===== src/rtl/shift_seq_ctrl.sv =====
// Sequencer for a 4-bit universal shift register.
// Runs load / shift-left / shift-right / rotate-left commands for a programmable count.
module shift_seq_ctrl #(
   parameter int unsigned CNT_W = 3
) (
   input  logic             CLK,
   input  logic             CLR,
   input  logic             START,
   input  logic             ABORT,
   input  logic [1:0]       MODE,
   input  logic [CNT_W-1:0] CNT,
   input  logic [3:0]       DIN,
   input  logic             SIN,
   input  logic [3:0]       Q_IN,
   output logic [1:0]       S,
   output logic [3:0]       D,
   output logic             SDL,
   output logic             SDR,
   output logic             RCLRb,
   output logic             BUSY,
   output logic             DONE
);

   typedef enum logic [1:0] {StIdle, StLoad, StShift, StFin} state_e;

   state_e           r_state;
   logic [1:0]       r_mode;
   logic [CNT_W-1:0] r_cnt_req;
   logic [CNT_W-1:0] r_cnt;
   logic [3:0]       r_din;
   logic [1:0]       r_s;
   logic [3:0]       r_d;
   logic             r_busy;
   logic             r_done;

   logic             w_shift;

   // Outputs are computed together with the next state so they are valid for the whole cycle.
   always_ff @(posedge CLK) begin
      if (CLR) begin
         r_state   <= StIdle;
         r_mode    <= '0;
         r_cnt_req <= '0;
         r_cnt     <= '0;
         r_din     <= '0;
         r_s       <= 2'b00;
         r_d       <= '0;
         r_busy    <= 1'b0;
         r_done    <= 1'b0;
      end else begin
         r_done <= 1'b0;
         unique case (r_state)
            StIdle: begin
               if (START && !ABORT) begin
                  r_mode    <= MODE;
                  r_cnt_req <= CNT;
                  r_din     <= DIN;
                  r_state   <= StLoad;
                  r_s       <= 2'b11;
                  r_d       <= DIN;
                  r_busy    <= 1'b1;
               end
            end
            StLoad: begin
               r_d <= '0;
               if (ABORT) begin
                  r_state <= StIdle;
                  r_s     <= 2'b00;
                  r_busy  <= 1'b0;
               end else if (r_mode == 2'b00 || r_cnt_req == '0) begin
                  r_state <= StFin;
                  r_s     <= 2'b00;
                  r_busy  <= 1'b0;
                  r_done  <= 1'b1;
               end else begin
                  r_state <= StShift;
                  r_cnt   <= r_cnt_req;
                  r_s     <= (r_mode == 2'b10) ? 2'b01 : 2'b10;
               end
            end
            StShift: begin
               if (ABORT) begin
                  r_state <= StIdle;
                  r_cnt   <= '0;
                  r_s     <= 2'b00;
                  r_busy  <= 1'b0;
               end else if (r_cnt <= 1) begin
                  // Last shift happens on this edge; clamp so the counter never wraps.
                  r_state <= StFin;
                  r_cnt   <= '0;
                  r_s     <= 2'b00;
                  r_busy  <= 1'b0;
                  r_done  <= 1'b1;
               end else begin
                  r_cnt <= r_cnt - 1'b1;
               end
            end
            StFin: begin
               r_state <= StIdle;
            end
         endcase
      end
   end

   assign w_shift = (r_state == StShift);

   // Serial inputs follow SIN / Q_IN live so the fill bit is never a cycle stale.
   always_comb begin
      SDL = 1'b0;
      SDR = 1'b0;
      if (w_shift) begin
         unique case (r_mode)
            2'b01:   SDL = SIN;
            2'b10:   SDR = SIN;
            2'b11:   SDL = Q_IN[3];
            default: ;
         endcase
      end
   end

   assign S     = r_s;
   assign D     = r_d;
   assign BUSY  = r_busy;
   assign DONE  = r_done;
   assign RCLRb = ~CLR;

endmodule

===== config.mk =====
export PLATFORM = sky130hd
export DESIGN_NAME = shift_seq_ctrl
export DESIGN_NICKNAME = d
export VERILOG_FILES = /design/src/rtl/shift_seq_ctrl.sv
export SDC_FILE = /design/constraint.sdc
export NUM_CORES = 1
export LEC_CHECK = 0
export ABC_AREA = 1
export ABC_CLOCK_PERIOD_IN_PS = 3400
export CAP_MARGIN = 10
export CORE_ASPECT_RATIO = 0.7
export CORE_MARGIN = 5
export CORE_UTILIZATION = 49
export DETAILED_ROUTE_END_ITERATION = 8
export PLACE_DENSITY = 0.8
export SLEW_MARGIN = 15
export SYNTH_ARGS = -nofsm -noshare
export SYNTH_HDL_FRONTEND = slang
export SYNTH_SLANG_ARGS = --single-unit

===== constraint.sdc =====
create_clock -name CLK -period 3.4 [get_ports CLK]
set_input_delay 0.68 -clock CLK [delete_from_list [all_inputs] [get_ports CLK]]
set_output_delay 0.68 -clock CLK [all_outputs]
set_load 0.05 [all_outputs]

==> impl_metrics.py <==
metrics = {
    "clock_tree": {
        "cts-htree-levels": 1,
        "cts_root_buf": "clkbuf_4",
        "cts_tree": "done",
        "ctsHoldBuffers": 0,
        "cts_buffer_depth": 2,
        "worstSkewPairLatency_ps": 290,
        "clk_pin_slew_worst_paths_ps": 100,
        "post_cts_buffers": 0,
        "numCtsBuffers": 3,
        "clkSinkCount": 18,
        "post_cts_resized": 0,
    },
    "placement": {
        "port_buffers": 25,
        "gp_congestion": 0.844,
        "dp_slack_ps": 442,
        "dp_hpwl_um": 1820,
        "place_area_um2": 1260,
        "dp_cells": 185,
    },
    "setup_path": {
        "max_stage_delay_ps": 850,
        "worst-path-buf-inv": 2,
        "crit_top_cell": "clkdlybuf4s50_1",
        "critPathTopFamily": "buffers and inverters",
        "endpoint_kind": "output pin",
        "crit_fanout": 2,
        "path_class": "in -> out",
        "crit_chain": "clkdlybuf4s50_1 > nor2_1 > nor4_1 > clkdlybuf4s50_1",
        "startpoint_type": "primary input",
        "cp_slowest_cell": "clkdlybuf4s50_1",
        "arrival_ps": 2290,
        "worst_ep_required_time_ps": 2720,
    },
    "sta": {
        "finalHoldViolCount": 0,
        "rsz0062_at_grt": "no",
        "slew_viol_final": 0,
        "max-slew-margin-rel": 0.665,
        "period_share": 0.874,
        "finalSetupViolCount": 0,
        "min_period_ps": 2970,
        "skew_ps": 4.02,
        "worstMarginPinSlew_ps": 501,
        "fin_ws_ps": 427,
        "final.setup.tns_ps": 0,
        "max_freq_mhz": 336,
    },
    "yosys": {
        "syn_area_per_cell_um2": 7.17,
        "synth.distinct_cells": 24,
        "ys_seq_area_frac": 0.362,
        "synth_area_leaders": "dfxtp_1, nand2_1, ha_1, nor2_1, inv_1",
        "syn_area_um2": 996,
        "synthesis.nets": 164,
        "yosysTopAreaCellShare": 0.362,
        "synth.largest_area_cell": "dfxtp_1",
        "synthCells": 139,
        "yosysWarnings": 0,
        "ys_seq_elements": 18,
    },
    "status": {
        "status": "finished, final reports clean",
    },
    "floorplanning": {
        "die_area_um2": 3050,
        "ios": 29,
        "start_util": 0.523,
        "die_y_um": 47.7,
        "coreArea_um2": 1900,
        "fp-row-count": 13,
        "die-width_um": 63.9,
    },
    "grt": {
        "antenna_found_initial": 0,
        "grt_pass1_vias": 865,
        "grt_max_degree": 14,
        "grt_overflow": 0,
        "grt_pass1_wl_um": 3800,
        "track_usage": 0.164,
    },
    "route": {
        "final_antenna_net_count": 0,
        "first_pass_iters": 4,
        "drc_errors": 0,
        "routed_via_density": 5.01,
        "drt-total-wl_um": 2230,
        "drt_iter0_drc": 30,
        "dr_total_vias": 941,
        "wl_per_cell_um": 11.9,
    },
    "job": {
        "cap_violations": 0,
    },
    "final_layout": {
        "fin_cells": 188,
        "n_fill_cell": 163,
        "final_util": 0.675,
        "synthToLayoutAreaGrowth_pct": 29.0,
        "diodes": 0,
        "drive_gt1_frac": 0.0904,
        "finalInstanceArea_um2": 1280,
        "final_nets": 193,
    },
    "power": {
        "pwr_density_cell_nw_per_um2": 770,
        "leakage_uw": 0.000551,
        "ir_drop_uv": 573,
    },
    "worst_hold_path": {
        "hold_path_class": "reg -> reg",
    },
}
[worst paths after layout]
path | endpoint | slack (ps) | cells after the start | from
worst max register to register | D[3] | 1770 | 6 | r_state[1]
worst min-delay path | D[0] | 470 | 2 | D[0]
worst max-delay path | SDL | 430 | 4 | SIN
worst min register to register | D[0] | 470 | 2 | D[0]
[power breakdown]
part | internal [uW] | leakage (uW) | switching [uW]
combinational | 207 | 0.000389 | 369
clock | 41.3 | 0.0000138 | 65.1
sequential | 268 | 0.000148 | 39.3
total | 516 | 0.000551 | 474
[area by class of cell]
type / count / area, um2 / area share
well taps: 22 / 27.5 / 0.0214
repair buffers: 26 / 258 / 0.201
inverters: 23 / 86.3 / 0.0672
flip-flops and latches: 18 / 360 / 0.280
clock buffers: 3 / 22.5 / 0.0175
multi-input cells: 96 / 531 / 0.413
[state kept, by name, indices dropped and copies added (netlist names)]
signal     count
DONE           1
r_state        2
BUSY           1
r_cnt          3
D              4
S              2
r_cnt_req      3
r_mode         2
[layout by cell type (no fill, tap or decap)]
| master | synthesis | routed |
|---|---|---|
| and2_1 | 1 | 1 |
| buf_4 | 0 | 1 |
| clkdlybuf4s50_1 | 0 | 25 |
| o21ai_1 | 3 | 3 |
| clkbuf_4 | 0 | 3 |
| nand3b_2 | 1 | 1 |
| a31oi_1 | 1 | 1 |
| xnor2_1 | 1 | 1 |
| nor2_2 | 2 | 2 |
| a21oi_1 | 9 | 9 |
| o21ai_0 | 10 | 10 |
| dfxtp_1 | 18 | 18 |
| ha_1 | 7 | 7 |
| o22ai_1 | 3 | 3 |
| nand3_4 | 1 | 1 |
| nor2_1 | 23 | 23 |
| inv_2 | 2 | 2 |
| nor2_4 | 1 | 1 |
| nand3_2 | 1 | 1 |
| inv_1 | 21 | 21 |
| nand2_1 | 25 | 25 |
| o21ai_2 | 2 | 2 |
| nand3_1 | 3 | 3 |
| nor4_1 | 1 | 1 |
| nand2_4 | 1 | 1 |
[cell usage after synthesis (all sizes together)]
cell type and n:
a21oi 9, a31oi 1, and2 1, buf 1, clkbuf 1, dfxtp 18
ha 7, inv 23, nand2 26, nand3 5, nand3b 1, nor2 26
nor4 1, o21ai 15, o22ai 3, xnor2 1
[tightest hold or removal path: cells and delay by family, from the launching register on]
family,cells,cell delay (ps)
and+or+nand+nor,1,60
DFF,1,320
AOI/OAI and AO/OA,1,50
[per-layer routing]
metal,global-route usage,share of wire,vias to the layer above
met5,0,0,-
li1,-,-,498
met4,0.0373,0.0054,0
met2,0.273,0.47,19
met1,0.209,0.48,422
met3,0.0587,0.048,2
[kinds of logic (layout without fill, tap and decap cells)]
kind of cell | count (synthesis) | in the layout | share of synthesized area
AOI/OAI and AO/OA | 28 | 28 | 0.153
adders and majority gates | 7 | 7 | 0.0879
DFF | 18 | 18 | 0.362
xor gates and xnor gates | 1 | 1 | 0.00880
and+or+nand+nor | 60 | 60 | 0.283
buffers and inverters | 25 | 52 | 0.106
[stage by stage]
stage          power [uW]  hold slack, ps
3_3_place_gp          863             448
2_1_floorplan         743             448
3_5_place_dp          883             456
5_1_grt              1080             495
6_report              990             471
4_1_cts               995             472
Power figures use the tool's default switching activity.
